<file path="config.mk">
export PLATFORM = sky130hd
export DESIGN_NAME = eth_fifo_wr_arb
export DESIGN_NICKNAME = d
export VERILOG_FILES = /design/src/rtl/eth_fifo_pkg.sv /design/src/rtl/eth_rr_pick2.sv /design/src/rtl/eth_fifo_wr_arb.sv
export SDC_FILE = /design/constraint.sdc
export NUM_CORES = 1
export LEC_CHECK = 0
export CORE_ASPECT_RATIO = 1.75
export CORE_UTILIZATION = 39
export DETAILED_ROUTE_END_ITERATION = 8
export PLACE_DENSITY = 0.79
export SYNTH_ARGS = -nofsm -noshare
export SYNTH_HDL_FRONTEND = slang
export SYNTH_SLANG_ARGS = --single-unit
export TNS_END_PERCENT = 100
</file>
<file path="constraint.sdc">
create_clock -name wr_clk -period 5.2 [get_ports wr_clk]
set_input_delay 1.04 -clock wr_clk [delete_from_list [all_inputs] [get_ports wr_clk]]
set_output_delay 1.04 -clock wr_clk [all_outputs]
set_load 0.02 [all_outputs]
</file>
<file path="src/rtl/eth_fifo_pkg.sv">
// Shared definitions for the Ethernet MAC FIFO write/read side blocks:
// arbiter state encoding and FIFO word field helpers.
package eth_fifo_pkg;

    typedef enum logic [1:0] {
        IDLE  = 2'd0,
        BUSY0 = 2'd1,
        BUSY1 = 2'd2
    } arb_state_e;

    function automatic int eop_bit(input int data_width);
        return data_width - 32'sd1;
    endfunction

    function automatic int sop_bit(input int data_width);
        return data_width - 32'sd2;
    endfunction

    // One spare code above the limit so an over-length frame stays distinguishable
    function automatic int word_cnt_width(input int max_frame_words);
        return $clog2(max_frame_words + 32'sd2);
    endfunction

endpackage

</file>
<file path="src/rtl/eth_rr_pick2.sv">
// Combinational two-way round-robin chooser: on a tie the requester that
// did not go last wins. Output is one-hot, or zero when nobody asks.
module eth_rr_pick2 (
    input  logic [1:0] cand,
    input  logic       last,
    output logic [1:0] winner
);

    // Tie-break against the most recent owner
    always_comb begin
        winner = 2'b00;
        case (cand)
            2'b01:   winner = 2'b01;
            2'b10:   winner = 2'b10;
            2'b11:   winner = last ? 2'b01 : 2'b10;
            default: winner = 2'b00;
        endcase
    end

endmodule

</file>
<file path="src/rtl/eth_fifo_wr_arb.sv">
// Frame-granular round-robin arbiter sharing the async MAC FIFO write port
// between two frame sources; flags protocol, length and overflow errors.
module eth_fifo_wr_arb
    import eth_fifo_pkg::*;
#(
    parameter int DATA_WIDTH      = 36,
    parameter int MAX_FRAME_WORDS = 400,
    parameter int CNT_WIDTH       = 16
) (
    input  logic                  wr_clk,
    input  logic                  rst,
    input  logic                  req0_valid,
    input  logic [DATA_WIDTH-3:0] req0_data,
    input  logic                  req0_sop,
    input  logic                  req0_eop,
    output logic                  req0_ready,
    input  logic                  req1_valid,
    input  logic [DATA_WIDTH-3:0] req1_data,
    input  logic                  req1_sop,
    input  logic                  req1_eop,
    output logic                  req1_ready,
    output logic [DATA_WIDTH-1:0] fifo_din,
    output logic                  fifo_wr_en,
    input  logic                  fifo_full,
    input  logic                  fifo_overflow,
    output logic [1:0]            grant,
    output logic [CNT_WIDTH-1:0]  frame_cnt0,
    output logic [CNT_WIDTH-1:0]  frame_cnt1,
    output logic                  proto_err,
    output logic                  len_err,
    output logic                  ovf_err
);

    localparam int PW       = DATA_WIDTH - 2;
    localparam int WCW      = word_cnt_width(MAX_FRAME_WORDS);
    localparam int EOP_IDX  = eop_bit(DATA_WIDTH);
    localparam int SOP_IDX  = sop_bit(DATA_WIDTH);
    localparam logic [WCW-1:0]       WCNT_ZERO = {WCW{1'b0}};
    localparam logic [WCW-1:0]       WCNT_ONE  = {{(WCW-1){1'b0}}, 1'b1};
    localparam logic [WCW-1:0]       WCNT_LIM  = WCW'(MAX_FRAME_WORDS);
    localparam logic [WCW-1:0]       WCNT_SAT  = WCW'(MAX_FRAME_WORDS + 1);
    localparam logic [CNT_WIDTH-1:0] CNT_ONE   = {{(CNT_WIDTH-1){1'b0}}, 1'b1};

    arb_state_e           state_r;
    arb_state_e           state_nxt_s;
    logic                 last_r;
    logic                 last_nxt_s;
    logic [1:0]           grant_r;
    logic [1:0]           grant_nxt_s;
    logic [WCW-1:0]       word_cnt_r;
    logic [WCW-1:0]       word_cnt_nxt_s;
    logic [CNT_WIDTH-1:0] frame_cnt0_r;
    logic [CNT_WIDTH-1:0] frame_cnt1_r;
    logic                 proto_err_r;
    logic                 len_err_r;
    logic                 ovf_err_r;

    logic [1:0]           cand_s;
    logic [1:0]           winner_s;
    logic                 sel_is1_s;
    logic                 sel_valid_s;
    logic                 sel_sop_s;
    logic                 sel_eop_s;
    logic [PW-1:0]        sel_data_s;
    logic                 accept_s;
    logic                 frame_done0_s;
    logic                 frame_done1_s;
    logic                 set_proto_s;
    logic                 set_len_s;

    assign cand_s = {req1_valid & req1_sop, req0_valid & req0_sop};

    eth_rr_pick2 u_pick (
        .cand   (cand_s),
        .last   (last_r),
        .winner (winner_s)
    );

    // Route the current owner's word onto the shared datapath
    always_comb begin
        sel_is1_s = (state_r == BUSY1);
        if (sel_is1_s) begin
            sel_valid_s = req1_valid;
            sel_sop_s   = req1_sop;
            sel_eop_s   = req1_eop;
            sel_data_s  = req1_data;
        end else begin
            sel_valid_s = req0_valid;
            sel_sop_s   = req0_sop;
            sel_eop_s   = req0_eop;
            sel_data_s  = req0_data;
        end
    end

    // Next-state, handshake and FIFO write decode
    always_comb begin
        state_nxt_s    = state_r;
        last_nxt_s     = last_r;
        word_cnt_nxt_s = word_cnt_r;
        req0_ready     = 1'b0;
        req1_ready     = 1'b0;
        fifo_wr_en     = 1'b0;
        fifo_din       = {DATA_WIDTH{1'b0}};
        accept_s       = 1'b0;
        frame_done0_s  = 1'b0;
        frame_done1_s  = 1'b0;
        set_proto_s    = 1'b0;
        set_len_s      = 1'b0;
        case (state_r)
            IDLE: begin
                // Stray mid-frame words are swallowed; sop words wait for arbitration
                req0_ready  = req0_valid & ~req0_sop;
                req1_ready  = req1_valid & ~req1_sop;
                set_proto_s = req0_ready | req1_ready;
                if (winner_s[0]) begin
                    state_nxt_s = BUSY0;
                end else if (winner_s[1]) begin
                    state_nxt_s = BUSY1;
                end else begin
                    state_nxt_s = IDLE;
                end
            end
            BUSY0, BUSY1: begin
                if (sel_is1_s) begin
                    req1_ready = ~fifo_full;
                end else begin
                    req0_ready = ~fifo_full;
                end
                accept_s = sel_valid_s & ~fifo_full;
                if (accept_s) begin
                    fifo_wr_en                = 1'b1;
                    fifo_din[EOP_IDX]         = sel_eop_s;
                    fifo_din[SOP_IDX]         = sel_sop_s;
                    fifo_din[PW-1:0]          = sel_data_s;
                    set_len_s                 = (word_cnt_r >= WCNT_LIM);
                    set_proto_s               = sel_sop_s & (word_cnt_r != WCNT_ZERO);
                    if (sel_eop_s) begin
                        state_nxt_s    = IDLE;
                        last_nxt_s     = sel_is1_s;
                        word_cnt_nxt_s = WCNT_ZERO;
                        frame_done0_s  = ~sel_is1_s;
                        frame_done1_s  = sel_is1_s;
                    end else if (word_cnt_r == WCNT_SAT) begin
                        word_cnt_nxt_s = WCNT_SAT;
                    end else begin
                        word_cnt_nxt_s = word_cnt_r + WCNT_ONE;
                    end
                end else begin
                    word_cnt_nxt_s = word_cnt_r;
                end
            end
            default: begin
                state_nxt_s    = IDLE;
                word_cnt_nxt_s = WCNT_ZERO;
            end
        endcase
    end

    // One-hot grant follows the next owner so it can be registered
    always_comb begin
        case (state_nxt_s)
            BUSY0:   grant_nxt_s = 2'b01;
            BUSY1:   grant_nxt_s = 2'b10;
            default: grant_nxt_s = 2'b00;
        endcase
    end

    // Arbitration state, round-robin history and in-frame word count
    always_ff @(posedge wr_clk or posedge rst) begin
        if (rst) begin
            state_r    <= IDLE;
            last_r     <= 1'b1;
            grant_r    <= 2'b00;
            word_cnt_r <= WCNT_ZERO;
        end else begin
            state_r    <= state_nxt_s;
            last_r     <= last_nxt_s;
            grant_r    <= grant_nxt_s;
            word_cnt_r <= word_cnt_nxt_s;
        end
    end

    // Completed-frame counters, wrapping
    always_ff @(posedge wr_clk or posedge rst) begin
        if (rst) begin
            frame_cnt0_r <= {CNT_WIDTH{1'b0}};
            frame_cnt1_r <= {CNT_WIDTH{1'b0}};
        end else begin
            if (frame_done0_s) begin
                frame_cnt0_r <= frame_cnt0_r + CNT_ONE;
            end
            if (frame_done1_s) begin
                frame_cnt1_r <= frame_cnt1_r + CNT_ONE;
            end
        end
    end

    // Sticky error flags, cleared only by reset
    always_ff @(posedge wr_clk or posedge rst) begin
        if (rst) begin
            proto_err_r <= 1'b0;
            len_err_r   <= 1'b0;
            ovf_err_r   <= 1'b0;
        end else begin
            proto_err_r <= proto_err_r | set_proto_s;
            len_err_r   <= len_err_r | set_len_s;
            ovf_err_r   <= ovf_err_r | fifo_overflow;
        end
    end

    assign grant      = grant_r;
    assign frame_cnt0 = frame_cnt0_r;
    assign frame_cnt1 = frame_cnt1_r;
    assign proto_err  = proto_err_r;
    assign len_err    = len_err_r;
    assign ovf_err    = ovf_err_r;

endmodule

</file>
**Yosys cells after proc, flatten, opt, wreduce, memory -nomap -nowiden**

Index checks and enable logic that the tools add are counted.
W data, S select, Z words.

- Register bits: 49
- Output and inout bits: 76
- Logic and storage cells: 76
- Input bits: 78

- Mux-type cells: 34
- $add $sub $neg: 3
- Bitwise operators: 15
- $lt $le $gt $ge: 1
- Equality and inequality tests: 9
- Reduce and logical (&&, ||, !) cells: 5

Operator list:

| kind | count |
|---|---|
| $mux W36 | 2 |
| $mux W34 | 1 |
| $add A16 B1 Y16 const B | 2 |
| $mux W9 | 3 |
| $pmux W9 S2 | 1 |
| $mux W1 | 16 |
| $mux W2 | 5 |
| $add A9 B1 Y9 const B | 1 |
| $eq A9 B9 Y1 const B | 1 |
| $ge A9 B9 Y1 const B | 1 |
| $reduce_bool A9 Y1 | 1 |
| $eq A2 B2 Y1 const B | 4 |
| $pmux W2 S2 | 2 |
| $and A1 B1 Y1 | 6 |
| $eq A2 B1 Y1 const B | 3 |
| $pmux W1 S2 | 3 |
| $pmux W2 S3 | 1 |
| $not A1 Y1 | 5 |
| $or A1 B1 Y1 | 4 |
| $reduce_and A3 Y1 | 1 |
| $logic_not A2 Y1 | 1 |
| $ne A2 B2 Y1 const B | 1 |
| $reduce_and A2 Y1 | 1 |
| $reduce_or A2 Y1 | 1 |

**Depth between registers and ports, before layout**

- Word-level depth: 8
- Depth in mapped cells: 8
- Depth with buffers taken out: 6

**Modules after synthesis**

From an unflattened synthesis, not the netlist that was laid out.

- Cell total of the unflattened synthesis: 321
- Area total of the unflattened synthesis: 3055.4 um2

Modules (own cells, without submodules):

| module | seq. area each (um2) | cells an instance | area each (um2) | times used |
|---|---|---|---|---|
| eth_fifo_wr_arb | 1227.4 | 318 | 3036.7 | 1 |
| eth_rr_pick2 | 0.0 | 3 | 18.8 | 1 |

**Worst setup path before layout**

No wires, ideal clock.

- Path kind: input port to output port
- From: input port fifo_full
- To: output port fifo_din[10]
- Setup slack: 1.993 ns
- Arrival: 2.167 ns
- Required time: 4.160 ns
- Buffers on the path: 3
- Stages: 6
- Path through: nand2b_1 clkbuf_8 nand2b_1 clkbuf_1 clkbuf_1 nor2_1

- Word-level cells in the longest chain between the ends: 4

RTL lines:

| element | RTL line | source |
|---|---|---|
| from (decl) | eth_fifo_wr_arb.sv:24 | `input logic fifo_full,` |
| $not A1 Y1 | eth_fifo_wr_arb.sv:129 | `accept_s = sel_valid_s & ~fifo_full;` |
| $and A1 B1 Y1 | eth_fifo_wr_arb.sv:129 |  |
| $mux W36 | eth_fifo_wr_arb.sv:130 | `if (accept_s) begin` |
| $mux W36 | eth_fifo_wr_arb.sv:109 | `case (state_r)` |
| to (decl) | eth_fifo_wr_arb.sv:22 | `output logic [DATA_WIDTH-1:0] fifo_din,` |

Every way passes these cells.

**Worst setup path after layout**

- From: input port fifo_full
- To: output port fifo_din[26]

Same word-level chain as after synthesis.

==> results.yml <==
critical_path:
  crit_arrival_ps: 3610
  worst-path-buf-inv: 3
  critPathMaxStageDelay_ps: 640
  cp_top_family: "buffers and inverters"
  path_cells: "clkdlybuf4s50_1 -> nand2b_1 -> nand2b_1 -> buf_4 -> nor2_1 -> clkdlybuf4s50_1"
  criticalPathCategory: "in -> out"
  critPathSlowestCell: "nand2b_1"
  endpoint_kind: "primary output"
  crit_required_ps: 4160
  critPathMaxFanout: 26
  cp.depth: 6
  reg2reg_depth: 7
  start_kind: "input pin"
timing:
  report.final.slew_viol_count: 0
  finalSetupTns_ps: 0
  fmax_mhz: 215
  rsz0062_at_grt: "false"
  finalSetupViolations: 0
  fin_crit_sh_pct: 89.5
  worst_slew_pin_slew_ps: 1030
  hold_ws_ps: 475
  skew_ps: 7.18
  period_needed_ps: 4650
  hold_violations: 0
  max-slew-margin-rel_pct: 31.0
cts:
  cts_max_path_buffers: 2
  postCtsHoldBufs: 0
  root_buffer: "clkbuf_16"
  clk_pin_slew_ps: 70
  postCtsSetupRepairBufs: 0
  clk_latency_ps: 290
  cts_sinks: 49
  post_cts_resized: 0
  cts_made_buffers: 5
  htreeDepth: 2
  cts_tree: "built"
flow_run:
  maxCapViolCount: 0
synth:
  synthFlopType: "dfrtp_1"
  synth_cells: 305
  async_flop_share_pct: 100
  synth_area_mm2: 0.00296
  ys_ff_latch: 49
  syn_avg_cell_area_um2: 9.70
  synth_nets: 391
  synth-edff-count: 0
  ys_types: 49
  synth_seq_area_share_pct: 41.5
  ys_warn_count: 0
layout:
  fin_nets: 543
  final_core_util_pct: 65.0
  final_common_cell: "clkdlybuf4s50_1"
  area_growth_pct: 60.0
  layout-drive-gt1-share_pct: 5.24
  fin_cells: 544
  nFillCells: 618
  n_antenna_cell: 0
  final_cell_mix: "153 x clkdlybuf4s50_1, 49 x nor2_1, 48 x dfrtp_1"
floorplan:
  row_count: 41
  die_y_um: 117
  start_util_pct: 40.6
  die_area_mm2: 0.00795
  dieWidth_um: 67.8
  io_pins: 154
  core_area_mm2: 0.00728
detailed_routing:
  drtIter0Drc: 103
  wirelength_um: 9420
  vias: 2931
  ant_nets: 0
  drc: 0
  wl_per_cell_um: 17.3
  dr.pass1.iters: 4
  viasPerCell: 5.39
placed_design:
  dp_cells: 536
  gp_congestion: 0.920
  port_buffers: 153
  dp.final_hpwl_um: 7630
grt:
  grt_pass1_wl_um: 13700
  overflow: 0
  grt_use_total_pct: 24.0
  grt_pass1_vias: 2799
  antenna_found_initial: 0
  grt_start_max_net_pins: 50
power_and_ir_drop:
  clkPwrFrac_pct: 23.9
  intPower_uw: 1000
  combPwrFrac_pct: 46.9
  p_leak_nw: 1.95
  p_per_area_mw_per_mm2: 333
  p_seq_share_pct: 29.1
  irDropWorstVdd_mv: 0.207
  netSwitchingPower_uw: 575
  swShare_pct: 36.5
status:
  status: "finished, final reports clean"
min_path:
  hold_path.class: "reg -> reg"
  worstHoldPathCells: 1
## power by group through the flow
stage / clock (mW) / combinational, mW / sequential, mW
floorplan: 0 / 0.439 / 0.483
global placement: 0 / 0.728 / 0.463
detailed placement: 0 / 0.741 / 0.466
CTS: 0.385 / 0.742 / 0.459
global route: 0.397 / 0.803 / 0.464
finish: 0.377 / 0.739 / 0.459
## kinds of logic (layout without fill, tap and decap cells)
| family | count (synthesis) | count (layout) | synth area share (%) |
|---|---|---|---|
| flip-flops | 49 | 49 | 41.5 |
| AO/OA/AOI/OAI | 30 | 30 | 7.45 |
| AND/OR/NAND/NOR | 128 | 128 | 22.0 |
| adder cells (fa/ha/maj) | 8 | 8 | 3.38 |
| multiplexers | 40 | 40 | 13.7 |
| XOR/XNOR | 30 | 30 | 8.88 |
| buffers and inverters | 20 | 173 | 3.09 |
## state kept, by name, indices dropped and copies added (netlist names)
name / cells
proto_err: 1
state_r: 2
len_err: 1
ovf_err: 1
grant: 2
last_r: 1
word_cnt_r: 9
frame_cnt0: 16
frame_cnt1: 16
## routing by layer
| layer | GRT usage, % | vias up | share of wire (%) |
|---|---|---|---|
| met4 | 9.86 | 0 | 2.2 |
| met5 | 0 | - | 0 |
| met1 | 26.8 | 1399 | 37 |
| met2 | 43.5 | 147 | 51 |
| met3 | 4.36 | 12 | 9.9 |
| li1 | - | 1373 | - |
## synth_stat cells, drive strengths merged, types with 7 or more instances
| library cell | n | area share, % |
|---|---|---|
| dfrtp | 48 | 41 |
| and3 | 7 | 1.6 |
| nor3 | 7 | 1.4 |
| nand2 | 14 | 1.8 |
| nor2 | 49 | 6.2 |
| nand3 | 17 | 2.9 |
| ha | 8 | 3.4 |
| xnor2 | 24 | 7.1 |
| inv | 10 | 1.3 |
| mux2i | 37 | 13 |
| o21ai | 7 | 1.2 |
| nand4 | 11 | 2.3 |
## area by class of cell
class                      count  area (um2)  area share, %
inverter                      10        37.5          0.793
multi-input combinational    236        1640           34.7
clock buffer                   7         143           3.01
clock inverter                 1        30.0          0.634
timing repair buffer         155        1550           32.7
sequential                    49        1230           25.9
tap                           86         108           2.27
## path summary, 6_finish.rpt
kind / start / end / slack (ps)
max: fifo_full / fifo_din[26] / 550
max reg2reg: state_r[0]$_DFF_PP0_ / frame_cnt1[6]$_DFFE_PP0P_ / 2390
max in group asynchronous: rst / state_r[1]$_DFF_PP0_ / 3240
min reg2reg: frame_cnt1[15]$_DFFE_PP0P_ / frame_cnt1[15]$_DFFE_PP0P_ / 470
min in group asynchronous: rst / frame_cnt1[15]$_DFFE_PP0P_ / 1320
min: frame_cnt1[15]$_DFFE_PP0P_ / frame_cnt1[15]$_DFFE_PP0P_ / 470
## through the flow
stage | instance area [um2] | setup WS [ps] | total power, mW
finish | 4730 | 547 | 1.58
global route | 4730 | 320 | 1.66
CTS | 4730 | 530 | 1.59
detailed placement | 4560 | 530 | 1.21
global placement | 4560 | 601 | 1.19
floorplan | 2960 | 1990 | 0.922
Power figures use the tool's default switching activity.
